File: src/rtl/control_unit.sv
// control_unit: multi-cycle RV32I control FSM (FETCH, DECODE, EXECUTE, MEM, WRITEBACK, TRAP).
// Optional feature: define RETIRE_COUNTER_EN to build the 32-bit retired-instruction counter on instret.
module control_unit (
    input  logic        clk,
    input  logic        reset,
    input  logic [6:0]  opcode,
    input  logic [2:0]  func3,
    input  logic        instr_valid,
    input  logic        branch_taken,
    input  logic        mem_ready,
    output logic        mem_req,
    output logic        mem_we,
    output logic        mem_sel_data,
    output logic        ir_load,
    output logic        pc_load,
    output logic [1:0]  pc_sel,
    output logic        reg_write,
    output logic [1:0]  wb_sel,
    output logic        illegal,
    output logic [2:0]  state,
    output logic [31:0] instret
);

    // RV32I major opcodes, matching the RISCV_* constants of arch_defines.v.
    localparam logic [6:0] RISCV_OP_LUI      = 7'b0110111;
    localparam logic [6:0] RISCV_OP_AUIPC    = 7'b0010111;
    localparam logic [6:0] RISCV_OP_JAL      = 7'b1101111;
    localparam logic [6:0] RISCV_OP_JALR     = 7'b1100111;
    localparam logic [6:0] RISCV_OP_BRANCH   = 7'b1100011;
    localparam logic [6:0] RISCV_OP_LOAD     = 7'b0000011;
    localparam logic [6:0] RISCV_OP_STORE    = 7'b0100011;
    localparam logic [6:0] RISCV_OP_OP_IMM   = 7'b0010011;
    localparam logic [6:0] RISCV_OP_OP       = 7'b0110011;
    localparam logic [6:0] RISCV_OP_MEM_MISC = 7'b0001111;
    localparam logic [6:0] RISCV_OP_SYSTEM   = 7'b1110011;

    localparam logic [1:0] PC_SEL_PLUS4 = 2'b00;
    localparam logic [1:0] PC_SEL_IMM   = 2'b01;
    localparam logic [1:0] PC_SEL_ALU   = 2'b10;

    localparam logic [1:0] WB_SEL_ALU   = 2'b00;
    localparam logic [1:0] WB_SEL_LOAD  = 2'b01;
    localparam logic [1:0] WB_SEL_PC4   = 2'b10;

    typedef enum logic [2:0] {
        FETCH     = 3'd0,
        DECODE    = 3'd1,
        EXECUTE   = 3'd2,
        MEM       = 3'd3,
        WRITEBACK = 3'd4,
        TRAP      = 3'd5
    } state_t;

    state_t state_q;
    state_t state_d;
    logic   illegal_q;
    logic   retire;

    logic is_load;
    logic is_store;
    logic is_branch;
    logic is_jal;
    logic is_jalr;
    logic is_nop_class;

    assign is_load      = (opcode == RISCV_OP_LOAD);
    assign is_store     = (opcode == RISCV_OP_STORE);
    assign is_branch    = (opcode == RISCV_OP_BRANCH);
    assign is_jal       = (opcode == RISCV_OP_JAL);
    assign is_jalr      = (opcode == RISCV_OP_JALR);
    assign is_nop_class = (opcode == RISCV_OP_MEM_MISC) || (opcode == RISCV_OP_SYSTEM);

    // func3 belongs to the decoder interface but no control decision here depends on it;
    // the remaining opcodes are listed for reference and all take the WRITEBACK path.
    logic unused_inputs;
    assign unused_inputs = ^{func3, RISCV_OP_LUI, RISCV_OP_AUIPC, RISCV_OP_OP_IMM, RISCV_OP_OP};

    // NOTE: sequential state uses non-blocking (<=) so every flop samples pre-edge values.
    always_ff @(posedge clk or posedge reset) begin
        if (reset) begin
            state_q   <= FETCH;
            illegal_q <= 1'b0;
        end else begin
            state_q <= state_d;
            if (state_d == TRAP) begin
                illegal_q <= 1'b1;
            end
        end
    end

    // Strobes are gated by reset itself so they drop immediately, even mid-wait.
    // NOTE: every output of this block gets a default first, so no path can infer a latch.
    always_comb begin
        state_d      = state_q;
        mem_req      = 1'b0;
        mem_we       = 1'b0;
        mem_sel_data = 1'b0;
        ir_load      = 1'b0;
        pc_load      = 1'b0;
        pc_sel       = PC_SEL_PLUS4;
        reg_write    = 1'b0;
        wb_sel       = WB_SEL_ALU;
        retire       = 1'b0;

        if (!reset) begin
            case (state_q)
                FETCH: begin
                    mem_req = 1'b1;
                    if (mem_ready) begin
                        ir_load = 1'b1;
                        state_d = DECODE;
                    end
                end

                DECODE: begin
                    state_d = instr_valid ? EXECUTE : TRAP;
                end

                EXECUTE: begin
                    if (is_branch) begin
                        pc_load = 1'b1;
                        pc_sel  = branch_taken ? PC_SEL_IMM : PC_SEL_PLUS4;
                        retire  = 1'b1;
                        state_d = FETCH;
                    end else if (is_nop_class) begin
                        pc_load = 1'b1;
                        retire  = 1'b1;
                        state_d = FETCH;
                    end else if (is_load || is_store) begin
                        state_d = MEM;
                    end else begin
                        state_d = WRITEBACK;
                    end
                end

                MEM: begin
                    mem_req      = 1'b1;
                    mem_sel_data = 1'b1;
                    mem_we       = is_store;
                    if (mem_ready) begin
                        if (is_store) begin
                            pc_load = 1'b1;
                            retire  = 1'b1;
                            state_d = FETCH;
                        end else begin
                            state_d = WRITEBACK;
                        end
                    end
                end

                WRITEBACK: begin
                    reg_write = 1'b1;
                    pc_load   = 1'b1;
                    retire    = 1'b1;
                    state_d   = FETCH;
                    if (is_load) begin
                        wb_sel = WB_SEL_LOAD;
                    end else if (is_jal || is_jalr) begin
                        wb_sel = WB_SEL_PC4;
                    end
                    if (is_jal) begin
                        pc_sel = PC_SEL_IMM;
                    end else if (is_jalr) begin
                        pc_sel = PC_SEL_ALU;
                    end
                end

                TRAP: begin
                    state_d = TRAP;
                end

                default: begin
                    state_d = FETCH;
                end
            endcase
        end
    end

    assign state   = state_q;
    assign illegal = illegal_q;

`ifdef RETIRE_COUNTER_EN
    logic [31:0] instret_q;

    always_ff @(posedge clk or posedge reset) begin
        if (reset) begin
            instret_q <= '0;
        end else if (retire) begin
            instret_q <= instret_q + 32'd1;
        end
    end

    assign instret = instret_q;
`else
    logic unused_retire;
    assign unused_retire = retire;
    assign instret       = '0;
`endif

endmodule

File: config.mk
export PLATFORM = sky130hd
export DESIGN_NAME = control_unit
export DESIGN_NICKNAME = d
export VERILOG_FILES = /design/src/rtl/control_unit.sv
export SDC_FILE = /design/constraint.sdc
export NUM_CORES = 1
export LEC_CHECK = 0
export CAP_MARGIN = 10
export CORE_AREA = 4 4 56 58
export CTS_CLUSTER_DIAMETER = 60
export DETAILED_ROUTE_END_ITERATION = 8
export DIE_AREA = 0 0 60 62
export PLACE_DENSITY = 0.75
export SKIP_LAST_GASP = 1
export SLEW_MARGIN = 10
export SYNTH_ARGS = -nofsm -noshare
export SYNTH_HDL_FRONTEND = slang
export SYNTH_SLANG_ARGS = --single-unit
File: constraint.sdc
create_clock -name clk -period 1.59 [get_ports clk]
set_clock_uncertainty 0.2 [all_clocks]
set_input_delay 0.2385 -clock clk [delete_from_list [all_inputs] [get_ports clk]]
set_output_delay 0.2385 -clock clk [all_outputs]
set_load 0.03 [all_outputs]
==> impl_metrics.sql, run 1 <==
INSERT INTO impl_metrics (metric_group, metric, value, unit) VALUES
('run_status', 'outcome', 'complete, but fails checks', ''),
('run_status', 'failing_checks', 'setup timing', ''),
('clock_tree', 'clkSlewWorstSetupHoldPaths', '40', 'ps'),
('floorplan', 'initial_utilization', '29.14', '%'),
('worst_setup_path', 'timing.critical_path.fanout_max', '2', ''),
('worst_setup_path', 'required', '1150', 'ps'),
('worst_setup_path', 'critPathCaptureType', 'primary output', ''),
('routing', 'wl_per_cell', '13.11', 'µm'),
('power', 'power-per-cell-area', '1020', 'nW/µm²'),
('timing', 'final.period_utilization', '127.4', '%'),
('logic_synthesis', 'syn_inst', '103', ''),
('cells_and_area', 'num_antenna_cells', '0', ''),
('logic_synthesis', 'netlist_top_cells_count', '32 x sky130_fd_sc_hd__buf_4, 6 x sky130_fd_sc_hd__nand2_1, 5 x sky130_fd_sc_hd__nor2_1, 5 x sky130_fd_sc_hd__nor3_1', ''),
('logic_synthesis', 'postSynth.topFlopCell', 'sky130_fd_sc_hd__dfrtp_1', ''),
('logic_synthesis', 'synth_compound_gate_area_share', '15.16', '%'),
('global_routing', 'overflow', '0', ''),
('cells_and_area', 'nNetsFinal', '175', ''),
('floorplan', 'dieArea', '3720', 'µm²'),
('global_routing', 'first_global_vias', '806', ''),
('global_routing', 'number_of_antenna_violations_at_the_first_check_in_global_routing', '0', ''),
('global_routing', 'first_pass_grt_wire_length', '3615', 'µm'),
('logic_synthesis', 'synthMostInstantiatedCell', 'sky130_fd_sc_hd__buf_4', ''),
('logic_synthesis', 'ys_types', '39', ''),
('clock_tree', 'cts_num_sinks', '4', ''),
('routing', 'count_of_nets_left_with_antenna_violations_after_detail_routing', '0', ''),
('clock_tree', 'cts_inserted_buffers', '3', ''),
('clock_tree', 'cts.htree.levels', '1', ''),
('logic_synthesis', 'synth_enable_flop_cells', '0', ''),
('place', 'dpl_worst_slack', '-848.0', 'ps'),
('logic_synthesis', 'yosysWarningCount', '0', ''),
('logic_synthesis', 'syn_avg_cell_area', '7.531', 'µm²'),
('logic_synthesis', 'basic_gate_share_of_the_synthesized_area_counting_and_or_nand_and_nor_cells', '35.81', '%'),
('clock_tree', 'tritoncts', 'yes', ''),
('floorplan', 'core.rowCount', '19', ''),
('routing', 'post_drt_via_cell_ratio', '4.658', ''),
('logic_synthesis', 'synth.yosys.seq_area_share', '12.90', '%'),
('floorplan', 'die_x', '60', 'µm'),
('logic_synthesis', 'combinational_family_with_the_most_area_after_synthesis', 'simple AND/OR/NAND/NOR gates', ''),
('run', 'timing.max_cap.violations', '0', ''),
('cells_and_area', 'final_layout_size_suffix_gt1_share', '54.09', '%'),
('place', 'place_area', '1201', 'µm²'),
('routing', 'routed-via-count', '885', ''),
('place', 'buffer_ports.inserted', '25', ''),
('timing', 'setup_viol', '13', ''),
('timing', 'final_critical_path_setup_slack', '-436.0', 'ps'),
('timing', 'hold_viol_final', '0', ''),
('logic_synthesis', 'fraction_of_synthesized_cell_area_in_xor_and_xnor_cells', '0', '%'),
('routing', 'initialDrtViolationCount', '17', ''),
('timing', 'grt_setup_unrepaired', 'yes', ''),
('place', 'dpl.cell_count', '178', ''),
('clock_tree', 'clockRootBuffer', 'sky130_fd_sc_hd__clkbuf_4', ''),
('clock_tree', 'clk_latency', '230', 'ps'),
('logic_synthesis', 'synth.top_cells.by_area', 'sky130_fd_sc_hd__buf_4 31%, sky130_fd_sc_hd__dfrtp_1 13%, sky130_fd_sc_hd__nor2b_1 3.2%', ''),
('hold_path', 'worstHoldPathType', 'input port to asynchronous set/reset pin', ''),
('timing', 'layout_min_cycle_time', '2026', 'ps'),
('clock_tree', 'clockBufferDepth', '2', ''),
('power', 'power.total', '1.447', 'mW'),
('worst_setup_path', 'worst_path_arrival', '1590', 'ps'),
('logic_synthesis', 'netlist.area_leader.share', '30.97', '%'),
('logic_synthesis', 'ys_async_sr_fraction', '100.0', '%'),
('worst_setup_path', 'timing.setup.critical_path_class', 'flip-flop to primary output', ''),
('logic_synthesis', 'synth.largest_area_cell', 'sky130_fd_sc_hd__buf_4', ''),
('cells_and_area', 'final_core_utilization', '53.29', '%'),
('cells_and_area', 'area_growth_syn_to_layout', '82.90', '%'),
('timing', 'max_freq', '493.6', 'MHz'),
('timing', 'drv_slew', '0', ''),
('floorplan', 'coreArea', '2663', 'µm²'),
('place', 'dp.final_hpwl', '1852', 'µm'),
('global_routing', 'maximum_number_of_pins_on_one_net_before_global_route_repair', '13', ''),
('worst_setup_path', 'setup.worst_path.start_class', 'flip-flop', ''),
('floorplan', 'ports_placed_on_the_boundary', '61', '');
[where the power goes]
group          leakage [nW]  internal (mW)  switching (mW)
logic                 0.620          0.497           0.632
clock network        0.0150         0.0943          0.0430
registers            0.0430          0.140          0.0410
[per-layer routing]
metal	track usage (%)	wire length, µm	up-vias
met1	14.80	848	419
met4	2.848	0	0
met3	2.273	241	0
met5	0	0	-
met2	23.92	1400	46
li1	-	-	420
[placed cells by master (no fill, tap or decap), types with 3 or more instances in the layout]
cell / instances
sky130_fd_sc_hd__buf_6: 15
sky130_fd_sc_hd__dfrtp_2: 3
sky130_fd_sc_hd__inv_1: 3
sky130_fd_sc_hd__dlygate4sd2_1: 4
sky130_fd_sc_hd__buf_4: 30
sky130_fd_sc_hd__nand2_1: 6
sky130_fd_sc_hd__clkdlybuf4s50_1: 3
sky130_fd_sc_hd__conb_1: 32
sky130_fd_sc_hd__nor2_1: 3
sky130_fd_sc_hd__clkbuf_4: 3
sky130_fd_sc_hd__nor3_4: 4
[state kept, by name, summed over array words and instances (netlist names)]
name and count:
state 3, illegal 1
[final timing paths]
check / from / to / slack, ps / cells past startpoint
min in group clk: opcode[6] / state[2]$_DFF_PP0_ / 350 / 5
hold reg to reg: illegal$_DFFE_PP0N_ / illegal$_DFFE_PP0N_ / 390 / 2
max in group asynchronous: reset / state[1]$_DFF_PP0_ / 920 / 4
setup reg to reg: state[1]$_DFF_PP0_ / illegal$_DFFE_PP0N_ / -230 / 7
hold / removal: reset / state[0]$_DFF_PP0_ / 160 / 4
setup / recovery: state[2]$_DFF_PP0_ / pc_sel[0] / -440 / 6
[cell families (layout without fill, tap and decap cells)]
logic type,count (synthesis),in the layout
compound gates,15,15
buf+inv,39,64
flops,4,4
other cells,1,32
simple gates,44,44
[final cells by class]
class | count | area [µm²]
multi-input combinational | 91 | 724.4
fill | 261 | 1244
inverter | 3 | 11.26
tap | 31 | 38.79
sequential | 4 | 103.9
clock buffer | 4 | 26.28
timing repair buffer | 57 | 514.2
[stage by stage]
stage | TNS [ps] | hold slack (ps)
6_report | -3722 | 156.7
3_5_place_dp | -6872 | 381.6
2_1_floorplan | -2426 | 66.33
3_3_place_gp | -6562 | 373.7
4_1_cts | -3744 | 144.2
5_1_grt | -4432 | 177.0
[worst max-delay path, cell delays in order (launching register included)]
cell	delay, ps
sky130_fd_sc_hd__dfrtp_2	390
sky130_fd_sc_hd__nand2b_4	150
sky130_fd_sc_hd__buf_4	140
sky130_fd_sc_hd__nor4b_4	260
sky130_fd_sc_hd__a31oi_2	80
sky130_fd_sc_hd__nor3_4	180
sky130_fd_sc_hd__buf_6	150
[what timing repair did]
action / CTS / global route
setup buffers: 6 / 2
resized for setup: 45 / 14
pin swaps: 11 / 11
setup endpoints to repair: 14 / 14
hold endpoints to repair: 0 / 0
Note: power is estimated with default switching activity, not from simulation.
==> run 2, diff against run 1 <==
Settings changed: CORE_AREA 4 4 56 58 to 4 4 50 52, DIE_AREA 0 0 60 62 to 0 0 54 56, DONT_BUFFER_PORTS set to 1, PLACE_DENSITY 0.75 to 0.53.
==> impl_metrics.sql, run 2 (synthesis results as in run 1) <==
INSERT INTO impl_metrics (metric_group, metric, value, unit) VALUES
('place', 'dp.final_hpwl', '1572', 'µm'),
('worst_setup_path', 'worst_path_arrival', '1650', 'ps'),
('timing', 'hold_slack', '-18.34', 'ps'),
('routing', 'first_pass_iters', '4', ''),
('place', 'finalWeightedCongestion', '0.8812', ''),
('timing', 'drv_slew', '0', ''),
('timing', 'max_freq', '479.9', 'MHz'),
('floorplan', 'initial_utilization', '36.84', '%'),
('routing', 'post_drt_via_cell_ratio', '4.866', ''),
('routing', 'routed-via-count', '764', ''),
('clock_tree', 'tritoncts', 'yes', ''),
('run_status', 'failing_checks', 'hold timing, setup timing', ''),
('worst_setup_path', 'timing.critical_path.fanout_max', '3', ''),
('worst_setup_path', 'setup.worst_path.start_class', 'flip-flop', ''),
('cells_and_area', 'nFillCells', '205', ''),
('cells_and_area', 'multi_input_area', '678.2', 'µm²'),
('cells_and_area', 'final_layout_size_suffix_gt1_share', '45.74', '%'),
('clock_tree', 'cts_num_sinks', '4', ''),
('clock_tree', 'clk_latency', '240', 'ps'),
('power', 'power_frac_comb', '76.3', '%'),
('run_status', 'outcome', 'complete, but fails checks', ''),
('timing', 'final.period_utilization', '131.0', '%'),
('power', 'power.net_switching', '0.6740', 'mW'),
('cells_and_area', 'nNetsFinal', '145', ''),
('worst_setup_path', 'critPathCaptureType', 'primary output', ''),
('power', 'power.total', '1.319', 'mW'),
('clock_tree', 'cts_inserted_buffers', '3', ''),
('timing', 'hold_viol_final', '1', ''),
('cells_and_area', 'commonest_non_fill_non_tap_cell_in_the_layout', 'sky130_fd_sc_hd__conb_1', ''),
('place', 'dpl_worst_slack', '-252.2', 'ps'),
('power', 'power.switching_fraction', '51.10', '%'),
('cells_and_area', 'num_antenna_cells', '0', ''),
('run', 'timing.max_cap.violations', '0', ''),
('power', 'clock_power_share', '10.8', '%'),
('cells_and_area', 'commonest_cells_after_routing_fill_and_taps_aside', '32 x sky130_fd_sc_hd__conb_1, 14 x sky130_fd_sc_hd__buf_4, 7 x sky130_fd_sc_hd__buf_6, 6 x sky130_fd_sc_hd__nand2_1', ''),
('power', 'power-per-cell-area', '1158', 'nW/µm²'),
('floorplan', 'die_x', '54', 'µm'),
('global_routing', 'overflow', '0', ''),
('timing', 'grt_setup_unrepaired', 'yes', ''),
('global_routing', 'first_pass_grt_wire_length', '2994', 'µm'),
('power', 'p_leak', '0.5010', 'nW'),
('floorplan', 'core.rowCount', '17', ''),
('floorplan', 'dieArea', '3024', 'µm²'),
('power', 'power_report.internal_total', '0.6449', 'mW'),
('clock_tree', 'cts.htree.levels', '1', ''),
('power', 'vdd_drop_max', '0.7520', 'mV'),
('routing', 'drt_drc_violations_left', '0', ''),
('floorplan', 'ports_placed_on_the_boundary', '61', ''),
('timing', 'setup_viol', '12', ''),
('clock_tree', 'clkSlewWorstSetupHoldPaths', '40', 'ps'),
('cells_and_area', 'area_growth_syn_to_layout', '46.77', '%'),
('global_routing', 'number_of_antenna_violations_at_the_first_check_in_global_routing', '0', ''),
('timing', 'final_critical_path_setup_slack', '-493.7', 'ps'),
('routing', 'routed_wirelength', '2110', 'µm'),
('routing', 'initialDrtViolationCount', '7', ''),
('place', 'buffer_ports.inserted', '0', ''),
('clock_tree', 'clockBufferDepth', '2', ''),
('worst_setup_path', 'required', '1150', 'ps'),
('routing', 'count_of_nets_left_with_antenna_violations_after_detail_routing', '0', ''),
('routing', 'wl_per_cell', '13.44', 'µm'),
('floorplan', 'die-height', '56', 'µm'),
('clock_tree', 'clockRootBuffer', 'sky130_fd_sc_hd__clkbuf_4', ''),
('cells_and_area', 'largest_reg_flops', '3', ''),
('global_routing', 'first_global_vias', '687', ''),
('timing', 'layout_min_cycle_time', '2084', 'ps'),
('global_routing', 'maximum_number_of_pins_on_one_net_before_global_route_repair', '13', ''),
('worst_setup_path', 'timing.setup.critical_path_class', 'flip-flop to primary output', ''),
('cells_and_area', 'ff_latch_area', '103.9', 'µm²'),
('power', 'pwr-share-seq', '12.9', '%'),
('global_routing', 'grt.total_usage', '13.10', '%'),
('floorplan', 'coreArea', '2106', 'µm²'),
('hold_path', 'worstHoldPathType', 'input port to flip-flop', '');
==> run 2: metal layers <==
| layer | up-vias | wire length (µm) | global-route usage (%) |
|---|---|---|---|
| met1 | 358 | 835 | 15.94 |
| li1 | 358 | - | - |
| met2 | 46 | 1036 | 20.93 |
| met5 | - | 0 | 0 |
| met4 | 0 | 14 | 6.762 |
| met3 | 2 | 224 | 2.681 |
==> run 2: final timing paths <==
kind	endpoint	slack [ps]	cells after the start	from
max in group asynchronous	state[2]$_DFF_PP0_	850	2	reset
worst max register to register	illegal$_DFFE_PP0N_	-160	6	state[2]$_DFF_PP0_
worst min-delay path	state[2]$_DFF_PP0_	-20	2	reset
worst min register to register	illegal$_DFFE_PP0N_	410	2	illegal$_DFFE_PP0N_
min in group asynchronous	state[0]$_DFF_PP0_	200	2	reset
worst max-delay path	wb_sel[1]	-490	4	state[0]$_DFF_PP0_
==> run 2: metrics by stage <==
stage               util [%]  TNS (ps)  instances  cell area (µm²)
floorplan                  -     -2426        134             1023
global placement       47.59     -1443        148             1002
detailed placement     47.59     -1463        148             1002
CTS                    50.86     -3782        155             1071
global route           54.07     -4301        157             1139
finish                 54.07     -3698        157             1139
==> run 2: layout make-up <==
cell class / instances / area share, %
clock buffer: 4 / 2.308
inverter: 3 / 0.9890
multi-input combinational: 91 / 59.56
sequential: 4 / 9.121
tap: 28 / 3.077
timing repair buffer: 27 / 24.95
==> run 2: power by group through the flow <==
stage | combinational [mW] | clock (mW) | sequential (mW)
4_1_cts | 0.905 | 0.145 | 0.171
2_1_floorplan | 0.628 | 0 | 0.233
6_report | 1.01 | 0.142 | 0.171
5_1_grt | 1.08 | 0.146 | 0.176
3_5_place_dp | 0.831 | 0 | 0.167
3_3_place_gp | 0.819 | 0 | 0.166
==> run 2: worst max-delay path, cell delays in order, from the launching register on <==
cell                      delay (ps)
sky130_fd_sc_hd__dfrtp_2         410
sky130_fd_sc_hd__or4_4           530
sky130_fd_sc_hd__buf_4           180
sky130_fd_sc_hd__nor3_4          140
sky130_fd_sc_hd__buf_12          140
==> run 2: timing repair <==
action	in CTS	in global routing
buffers inserted	2	1
gates resized for setup	5	14
hold buffers	1	1
endpoints found under the hold margin	6	1
setup endpoints to repair	12	13
pin swaps	3	0
==> run 3, diff against run 2 <==
Settings changed: ABC_CLOCK_PERIOD_IN_PS set to 1590, CAP_MARGIN 10 to 40.
==> results of run 3 <==
Same layout as run 2: the final DEF is identical, and so are final timing and power.
